### config.mk
export PLATFORM = sky130hd
export DESIGN_NAME = dsp_fir_mc
export DESIGN_NICKNAME = d
export VERILOG_FILES = /design/src/rtl/dsp_pkg.sv /design/src/rtl/dsp_fir_mac.sv /design/src/rtl/dsp_fir_mc.sv
export SDC_FILE = /design/constraint.sdc
export NUM_CORES = 1
export LEC_CHECK = 0
export BUFFER_PORTS_ARGS = -buffer_cell sky130_fd_sc_hd__buf_2
export CAP_MARGIN = 20
export CORE_MARGIN = 4
export CORE_UTILIZATION = 25
export CTS_CLUSTER_SIZE = 8
export DETAILED_ROUTE_END_ITERATION = 16
export MAX_ROUTING_LAYER = met4
export PLACE_DENSITY_LB_ADDON = 0.3
export RECOVER_POWER = 25
export SYNTH_ARGS = -nofsm -noshare
export SYNTH_HDL_FRONTEND = slang
export SYNTH_SLANG_ARGS = --single-unit
### constraint.sdc
create_clock -name clk -period 10.8 [get_ports clk]
set_clock_uncertainty 0.15 [all_clocks]
set_input_delay 2.16 -clock clk [delete_from_list [all_inputs] [get_ports clk]]
set_output_delay 2.16 -clock clk [all_outputs]
set_load 0.03 [all_outputs]
### src/rtl/dsp_pkg.sv
// dsp_pkg: shared DSP types, default widths and helpers.
// Used by dsp_fir_mc and its MAC datapath dsp_fir_mac.
package dsp_pkg;

  localparam int DSP_DATA_W = 16;
  localparam int DSP_COEF_W = 16;

  typedef enum logic [1:0] {
    IDLE,
    MAC,
    OUT
  } fir_state_e;

  typedef struct packed {
    logic        sat;
    logic [63:0] val;
  } sat_res_t;

  function automatic int clog2_min1(input int n);
    return (n <= 2) ? 1 : $clog2(n);
  endfunction

  // Round half up, then clamp to a signed dw-bit range.
  function automatic sat_res_t sat_round(
    input logic signed [63:0] acc,
    input int                 frac,
    input int                 dw
  );
    sat_res_t          res;
    logic signed [63:0] r;
    logic signed [63:0] mx;
    logic signed [63:0] mn;
    r = acc;
    if (frac > 0)
      r = (acc + (64'sd1 <<< (frac - 1))) >>> frac;
    mx = (64'sd1 <<< (dw - 1)) - 64'sd1;
    mn = -(64'sd1 <<< (dw - 1));
    res.sat = 1'b0;
    res.val = r;
    if (r > mx) begin
      res.sat = 1'b1;
      res.val = mx;
    end else if (r < mn) begin
      res.sat = 1'b1;
      res.val = mn;
    end
    return res;
  endfunction

endpackage

### src/rtl/dsp_fir_mac.sv
// dsp_fir_mac: registered multiply-accumulate with clear/enable
// and a round/saturate output register loaded on the last tap.
module dsp_fir_mac
  import dsp_pkg::*;
#(
  parameter int DATA_W    = DSP_DATA_W,
  parameter int COEF_W    = DSP_COEF_W,
  parameter int ACC_W     = 35,
  parameter int FRAC_BITS = 15
) (
  input  logic                     clk,
  input  logic                     rst_n,
  input  logic                     i_clr,
  input  logic                     i_en,
  input  logic                     i_last,
  input  logic signed [DATA_W-1:0] i_x,
  input  logic signed [COEF_W-1:0] i_c,
  input  logic                     i_ld,
  input  logic signed [DATA_W-1:0] i_ld_data,
  output logic signed [DATA_W-1:0] o_data,
  output logic                     o_sat
);

  logic signed [ACC_W-1:0]  r_acc;
  logic signed [ACC_W-1:0]  w_prod;
  logic signed [ACC_W-1:0]  w_sum;
  logic signed [DATA_W-1:0] r_out;
  logic                     r_sat;
  sat_res_t                 w_res;
  logic                     w_unused;

  assign w_prod   = ACC_W'(i_x) * ACC_W'(i_c);
  assign w_sum    = r_acc + w_prod;
  assign w_res    = sat_round(64'(w_sum), FRAC_BITS, DATA_W);
  assign w_unused = ^w_res.val[63:DATA_W];

  // Accumulator: cleared on sample accept, adds one product per MAC cycle.
  always_ff @(posedge clk or negedge rst_n) begin
    if (!rst_n)
      r_acc <= '0;
    else if (i_clr)
      r_acc <= '0;
    else if (i_en)
      r_acc <= w_sum;
  end

  // Output stage: captures the final rounded sum, or a bypassed sample.
  always_ff @(posedge clk or negedge rst_n) begin
    if (!rst_n) begin
      r_out <= '0;
      r_sat <= 1'b0;
    end else if (i_ld) begin
      r_out <= i_ld_data;
      r_sat <= 1'b0;
    end else if (i_en && i_last) begin
      r_out <= w_res.val[DATA_W-1:0];
      r_sat <= w_res.sat;
    end
  end

  assign o_data = r_out;
  assign o_sat  = r_sat;

endmodule

### src/rtl/dsp_fir_mc.sv
// dsp_fir_mc: multi-channel FIR, one time-shared MAC, shared coefs.
// Optional DSP_FIR_BYPASS_EN adds a bypass input (IDLE->OUT directly).
module dsp_fir_mc
  import dsp_pkg::*;
#(
  parameter int DATA_W    = DSP_DATA_W,
  parameter int COEF_W    = DSP_COEF_W,
  parameter int TAPS      = 8,
  parameter int CHANNELS  = 2,
  parameter int FRAC_BITS = 15,
  localparam int CH_W     = clog2_min1(CHANNELS),
  localparam int TAP_W    = clog2_min1(TAPS)
) (
  input  logic                     clk,
  input  logic                     rst_n,
  input  logic                     in_valid,
  output logic                     in_ready,
  input  logic signed [DATA_W-1:0] in_data,
  input  logic [CH_W-1:0]          in_chan,
`ifdef DSP_FIR_BYPASS_EN
  input  logic                     bypass,
`endif
  input  logic                     coef_we,
  input  logic [TAP_W-1:0]         coef_addr,
  input  logic signed [COEF_W-1:0] coef_data,
  output logic                     out_valid,
  input  logic                     out_ready,
  output logic signed [DATA_W-1:0] out_data,
  output logic [CH_W-1:0]          out_chan,
  output logic                     sat_flag,
  output logic                     err_pulse
);

  localparam int ACC_W = DATA_W + COEF_W + TAP_W;

  fir_state_e               r_state;
  logic [TAP_W-1:0]         r_k;
  logic [CH_W-1:0]          r_chan;
  logic [CH_W-1:0]          r_out_chan;
  logic                     r_in_ready;
  logic                     r_out_valid;
  logic                     r_err;
  logic signed [DATA_W-1:0] r_dl [CHANNELS][TAPS];
  logic signed [COEF_W-1:0] r_coef [TAPS];

  logic                     w_acc;
  logic                     w_bad;
  logic                     w_take;
  logic                     w_byp;
  logic                     w_last;
  logic                     w_en;
  logic signed [DATA_W-1:0] w_x;
  logic signed [COEF_W-1:0] w_c;

`ifdef DSP_FIR_BYPASS_EN
  assign w_byp = bypass;
`else
  assign w_byp = 1'b0;
`endif

  assign w_acc  = in_valid && r_in_ready;
  assign w_bad  = int'(in_chan) >= CHANNELS;
  assign w_take = w_acc && !w_bad;
  assign w_last = r_k == TAP_W'(TAPS - 1);
  assign w_en   = r_state == MAC;
  assign w_x    = r_dl[r_chan][r_k];
  assign w_c    = r_coef[r_k];

  // Coefficient bank: writes land only while idle.
  always_ff @(posedge clk or negedge rst_n) begin
    if (!rst_n) begin
      for (int i = 0; i < TAPS; i++)
        r_coef[i] <= '0;
    end else if (coef_we && r_state == IDLE) begin
      r_coef[coef_addr] <= coef_data;
    end
  end

  // Per-channel delay lines: newest sample enters at index 0.
  always_ff @(posedge clk or negedge rst_n) begin
    if (!rst_n) begin
      for (int c = 0; c < CHANNELS; c++)
        for (int i = 0; i < TAPS; i++)
          r_dl[c][i] <= '0;
    end else if (w_take) begin
      r_dl[in_chan][0] <= in_data;
      for (int i = 1; i < TAPS; i++)
        r_dl[in_chan][i] <= r_dl[in_chan][i-1];
    end
  end

  // Control FSM: accept, step through taps, hold result until taken.
  always_ff @(posedge clk or negedge rst_n) begin
    if (!rst_n) begin
      r_state     <= IDLE;
      r_k         <= '0;
      r_chan      <= '0;
      r_out_chan  <= '0;
      r_in_ready  <= 1'b1;
      r_out_valid <= 1'b0;
      r_err       <= 1'b0;
    end else begin
      r_err <= (coef_we && r_state != IDLE) || (w_acc && w_bad);
      unique case (r_state)
        IDLE: begin
          if (w_take) begin
            r_chan     <= in_chan;
            r_k        <= '0;
            r_in_ready <= 1'b0;
            if (w_byp) begin
              r_state     <= OUT;
              r_out_valid <= 1'b1;
              r_out_chan  <= in_chan;
            end else begin
              r_state <= MAC;
            end
          end
        end
        MAC: begin
          r_k <= r_k + 1'b1;
          if (w_last) begin
            r_state     <= OUT;
            r_out_valid <= 1'b1;
            r_out_chan  <= r_chan;
          end
        end
        OUT: begin
          if (out_ready) begin
            r_state     <= IDLE;
            r_out_valid <= 1'b0;
            r_in_ready  <= 1'b1;
          end
        end
        default: r_state <= IDLE;
      endcase
    end
  end

  dsp_fir_mac #(
    .DATA_W    (DATA_W),
    .COEF_W    (COEF_W),
    .ACC_W     (ACC_W),
    .FRAC_BITS (FRAC_BITS)
  ) u_mac (
    .clk       (clk),
    .rst_n     (rst_n),
    .i_clr     (w_take),
    .i_en      (w_en),
    .i_last    (w_last),
    .i_x       (w_x),
    .i_c       (w_c),
    .i_ld      (w_take && w_byp),
    .i_ld_data (in_data),
    .o_data    (out_data),
    .o_sat     (sat_flag)
  );

  assign in_ready  = r_in_ready;
  assign out_valid = r_out_valid;
  assign out_chan  = r_out_chan;
  assign err_pulse = r_err;

endmodule

; After elaboration in Yosys (flattened, before gate mapping)
; Index checks and enable logic that the tools add are counted.
[totals]
output_inout_bits = 21
reg_bits = 446
input_bits = 41
word_cells = 129
[op_classes]
n_mul = 1
order_cmp = 8
n_reduce_logical = 18
bitwise_logic = 4
n_eq_ne = 6
n_addsub = 3
mux = 55
[ops]
columns = cell, count
row1 = 256-bit bitwise mux, 8
row2 = 128-bit demux with 1-bit select, 8
row3 = 128-bit 2-to-1 mux, 7
row4 = 65-bit 2-to-1 mux, 2
row5 = 128-bit bitwise mux, 1
row6 = 112-bit 2-to-1 mux, 1
row7 = 16-bit binary-select mux with 3-bit select, 2
row8 = 16-bit 2-to-1 mux, 6
row9 = 96-bit 2-to-1 mux, 1
row10 = 80-bit 2-to-1 mux, 1
row11 = 35-bit 2-to-1 mux, 2
row12 = 64-bit 2-to-1 mux, 1
row13 = 16-bit demux with 3-bit select, 1
row14 = 48-bit 2-to-1 mux, 1
row15 = 35-bit by 16-bit adder with 36-bit output (second input constant), 1
row16 = 35-bit by 32-bit adder with 35-bit output, 1
row17 = 16-bit by 16-bit multiplier with 32-bit output, 1
row18 = 32-bit 2-to-1 mux, 1
row19 = 21-bit by 16-bit greater-than comparator with 1-bit output (second input constant), 1
row20 = 21-bit by 16-bit less-than comparator with 1-bit output (second input constant), 1
row21 = 2-bit nonzero test, 5
row22 = 3-bit AND reduction, 3
row23 = 4-bit greater-or-equal comparator (second input constant), 2
row24 = 3-bit inverter with 4-bit output, 2
row25 = other kinds (19), 35

; Depth between registers and ports, before layout
[depth]
depth_word = 13
mapped_depth = 38
ltp_nobuf = 32

; Cells and area by module
; From an unflattened synthesis, not the netlist that was laid out.
[unflattened]
hier_cells = 2725
area_unflattened_um2 = 32799.0
[by_module_without_submodules]
columns = module, cells_each, instances, seq_area_each_um2, area_per_inst_um2
row1 = dsp_fir_mc, 1125, 1, 9860.7, 18008.5
row2 = dsp_fir_mac, 1600, 1, 1301.2, 14790.4

; Worst setup path after synthesis
; Ideal clock, no wire load.
[synth_path]
path_kind = register to register
startpoint = register r_chan
endpoint = register u_mac.r_out[0], in the netlist u_mac.o_data[0]
setup_ps = 127
path_buffers = 5
stages_incl_launch_ff = 33
t_arrival_ps = 8975
t_required_ps = 10523
period_less_slack_ps = 9252
setup_slack_ps = 1548
cell_sequence = dfrtp_1 > buf_2 > buf_1 > clkbuf_1 > mux4_2 > mux2_2 > o21ai_1 > nor2_1 > fa_1 > inv_1 > fa_1 > fa_1 > inv_1 > fa_1 > fa_1 > inv_1 > fa_1 > inv_1 > ha_1 > a211oi_1 > nand2_1 > a311o_1 > and3_1 > ha_1 > nand3b_1 > nor4_4 > and4_1 > buf_2 > a2111oi_2 > a211oi_2 > a211oi_4 > buf_4 > o22ai_1
[synth_via]
elab_chain_cells = 13
word_cells_on_any_way = 14
classes_between = add/sub: 2 / mul: 1 / order compare: 2 / mux: 8 / bitwise: 1
[synth_rtl]
columns = item, line
row1 = from (decl), dsp_fir_mc.sv:38  ; logic [CH_W-1:0] r_chan;
row2 = from (signal assigned), dsp_fir_mc.sv:107  ; r_chan <= in_chan;
row3 = 1-bit inverter with 2-bit output (implied by the code) *, dsp_fir_mc.sv:66  ; assign w_x = r_dl[r_chan][r_k];
row4 = 128-bit 2-to-1 mux (implied by the code) * (3 in series), dsp_fir_mc.sv:66
row5 = 16-bit binary-select mux with 3-bit select *, dsp_fir_mc.sv:66
row6 = 16-bit 2-to-1 mux (implied by the code) * (2 in series), dsp_fir_mc.sv:66
row7 = 16-bit by 16-bit multiplier with 32-bit output *, dsp_fir_mac.sv:32  ; assign w_prod = ACC_W'(i_x) * ACC_W'(i_c);
row8 = 35-bit by 32-bit adder with 35-bit output *, dsp_fir_mac.sv:33  ; assign w_sum = r_acc + w_prod;
row9 = 35-bit by 16-bit adder with 36-bit output *, dsp_pkg.sv:35  ; r = (acc + (64'sd1 <<< (frac - 1))) >>> frac;
row10 = 21-bit by 16-bit less-than comparator with 1-bit output, dsp_pkg.sv:43  ; end else if (r < mn) begin
row11 = 65-bit 2-to-1 mux, dsp_pkg.sv:43
row12 = 65-bit 2-to-1 mux *, dsp_pkg.sv:40  ; if (r > mx) begin
row13 = to (signal assigned), dsp_fir_mac.sv:53  ; r_out <= i_ld_data;
row14 = to (signal assigned), dsp_fir_mac.sv:56  ; r_out <= w_res.val[DATA_W-1:0];
row15 = to (decl), dsp_fir_mac.sv:27  ; logic signed [DATA_W-1:0] r_out;
; Every way passes the cells marked *; elsewhere a longest branch is shown, timed or not. The select of a mux whose other input is x is not followed.
; A chain may end at the register's enable or synchronous reset.

; Worst setup path in the final report
[layout_path]
startpoint = register r_chan
endpoint = register u_mac.r_out[2], in the netlist u_mac.o_data[2]
; The elaborated chain is that of the path after synthesis.

==> results by group <==
Status
  – Status: complete, but fails checks
  – Failing checks: max-capacitance violations, max-slew violations

Clocking
  – CTS Buffer Depth: 3
  – CTS sink count: 446
  – Worst-Skew Late Latency: 0.62 ns
  – CTS tree: built
  – TritonCTS Buffers: 67
  – Cts repair resizes: 0
  – Number of H-tree levels: 3
  – Setup Fix Bufs, Post-CTS: 0
  – Hold Buf Count CTS: 0
  – Root buffer selected by CTS: clkbuf_16
  – Clock transition at path regs: 0.05 ns

Setup path
  – Endpoint class of the critical path: flip-flop
  – CP most frequent cell: fa_1
  – Top delay family on crit path: adder cells
  – Slowest CP cell: mux4_2
  – Crit path DAT: 10.17 ns
  – Crit path required time: 11.11 ns
  – Buf+Inv Stages, Crit Path: 3
  – FF-to-FF path depth: 24
  – Crit Path Category: flip-flop to flip-flop
  – CP Cell Sequence: buf_4 > mux4_2 > mux4_2 > nor2b_1 > fa_1 > inv_1 > fa_1 > fa_1 > inv_1 > fa_1 > fa_1 > fa_1 > ha_1 > nand2_1 > nor2_1 > nand4_1 > o211ai_1 > a32oi_1 > nor4_2 > and4_1 > and2_1 > a211oi_2 > a211oi_4 > o22ai_1
  – Worst-path maximum fanout: 21
  – Largest stage delay on the critical path: 0.70 ns
  – Setup crit start kind: flip-flop
  – Critical Path Stages: 24

Global routing
  – Gr usage total: 0.124
  – Pin count of the biggest net entering global routing: 143
  – Initial antenna violation count: 15
  – GRT Residual Overflow: 0
  – Vias in the first global route: 21081
  – First-pass GRT wire length: 125000 um

Synth
  – Synthesized flop and latch total: 446
  – Synth area leader: dfrtp_1
  – Mapped Cells: 2538
  – Synth area leaders: dfrtp_1 (35%), fa_1 (20%), mux2_2 (14%)
  – Post-synth EDFFs: 0
  – Main synth FF type: dfrtp_1
  – Post-synth top area share: 0.353
  – Seq/Total Area, Yosys: 0.354
  – Synth async-reset ratio: 1.00
  – Warnings, synthesis: 0
  – Syn Area/Cell: 12.4 um^2
  – Cell Area, Synth: 31500 um^2
  – Synthesized Nets: 2996
  – Library cells used by synthesis: 74

Floorplanning
  – Initial Utilization: 0.253
  – Die span in x: 363 um
  – Core area: 124000 um^2
  – Total die area: 132000 um^2
  – Die Ht: 363 um
  – Num rows: 129
  – Ports: 62

Placed design
  – RD Place Congestion: 0.815
  – Port Buffer Count: 61
  – Detailed Place HPWL: 56100 um

STA
  – Fmax: 101 MHz
  – Setup Viol. Count Final: 0
  – Tcrit/Tclk final: 0.913
  – Slew Limit Headroom: -3.06
  – RSZ-0062 raised after global routing: false
  – Max Slew Vio Count: 241
  – Fin. Hold Viols: 0
  – Slew @ Worst Pin: 6.09 ns
  – Min Tclk post-route: 9.86 ns
  – TNS Setup: 0 ns

Detailed routing
  – Drt first pass iters: 5
  – Starting DRT DRC Count: 962
  – Wire per inst: 18.0 um
  – Remaining antenna violation count: 0
  – DR vias: 19224
  – Drt total wl: 76700 um
  – Residual DRC: 0
  – Via density: 4.52

Layout
  – Share of cells above drive strength 1: 0.276
  – Most common cell after layout, fill and taps aside: dfrtp_1
  – Nets@finish: 3049
  – Most frequent cells in the layout: dfrtp_1 (441), mux2_2 (402), inv_1 (327)
  – Layout area overhead: 13.4%

Run
  – Max Cap Viol: 4

Worst hold path
  – Hold depth: 2
  – Hold Crit Class: flip-flop to flip-flop
kinds of logic (layout without fill, tap and decap cells):
logic type / count (synthesis) / count (layout) / share of synthesized area
buffers and inverters: 447 / 521 / 0.0541
other: 0 / 7 / 0
AND/OR/NAND/NOR: 451 / 451 / 0.0688
XOR/XNOR: 51 / 51 / 0.0147
adder cells (fa/ha/maj): 417 / 417 / 0.239
multiplexers: 527 / 527 / 0.225
flip-flops: 446 / 446 / 0.354
AO/OA/AOI/OAI: 199 / 199 / 0.0440
state kept, by name, summed over array words and instances, names as in the netlist:
| name | flops |
|---|---|
| r_chan | 1 |
| r_coef | 128 |
| in_ready | 1 |
| u_mac.o_sat | 1 |
| u_mac.r_acc | 35 |
| r_dl | 256 |
| out_valid | 1 |
| r_state | 2 |
| err_pulse | 1 |
| out_chan | 1 |
| r_k | 3 |
| u_mac.o_data | 16 |
layout make-up:
| class | instances | area (um^2) |
|---|---|---|
| clock buffer | 82 | 1790 |
| fill | 12654 | 88700 |
| multi-input combinational | 1645 | 18700 |
| clock inverter | 8 | 130 |
| timing repair buffer | 104 | 683 |
| antenna | 7 | 17.5 |
| tap | 1637 | 2050 |
| sequential | 446 | 11200 |
| inverter | 327 | 1230 |
routing by layer:
metal  track usage  up-vias  wire length, um
met5             -        -                0
met4        0.0320        0             1460
met3        0.0203       88             3160
met2         0.196      333            36300
met1         0.166    10164            35800
li1              -     8639                -
final timing paths:
check	startpoint	end	slack [ns]
worst min register to register	u_mac.o_data[15]	u_mac.o_data[15]	0.31
max in group asynchronous	rst_n	r_dl[129]	3.41
min in group asynchronous	rst_n	r_dl[88]	3.68
worst max-delay path	r_chan	u_mac.o_data[2]	0.94
worst max register to register	r_chan	u_mac.o_data[2]	0.94
worst min-delay path	u_mac.o_data[15]	u_mac.o_data[15]	0.31
per-stage QoR:
stage / std cells / hold WS, ns / setup WS (ns) / util / area (um^2)
2_1_floorplan: 2538 / 0.300 / 1.55 / - / 31500
3_3_place_gp: 4158 / 0.310 / 1.02 / 0.272 / 33800
3_5_place_dp: 4159 / 0.306 / 0.953 / 0.272 / 33800
4_1_cts: 4249 / 0.317 / 0.973 / 0.287 / 35700
5_1_grt: 4256 / 0.334 / 0.359 / 0.287 / 35700
6_report: 4256 / 0.310 / 0.937 / 0.287 / 35700
cells in the mapped netlist (3+ instances only):
library cell  number
nand2b_1          20
o31ai_1            3
dfrtp_1          445
a21oi_1           38
nor2b_1           68
mux2_2           403
o21ai_1            8
o22ai_1           11
o211ai_1           9
and2_1            18
nand2_1          165
o22ai_2            3
a31oi_1            3
mux2i_1           20
nor2_1           113
mux4_2           104
o21ai_0           44
a211oi_1           5
and3_1             7
a22o_1            18
nor4_1             3
xnor2_1           35
a21o_1             9
ha_1             107
nand3_1            8
xor2_1            14
or2_2             11
buf_1              9
buf_2             10
nor3_1             9
fa_1             310
inv_1            327
and4_1             5
o21bai_1           6
nand4_1           11
clkbuf_1          98
o21a_1            13
worst min-delay path, cell delays in order (launching register included):
cell	delay [ns]
dfrtp_1	0.33
nand2_1	0.05
nand2_1	0.05
Power is left out: the tool's default activity adds up to more than one toggle a clock period on the data nets, which glitch-free logic cannot reach.
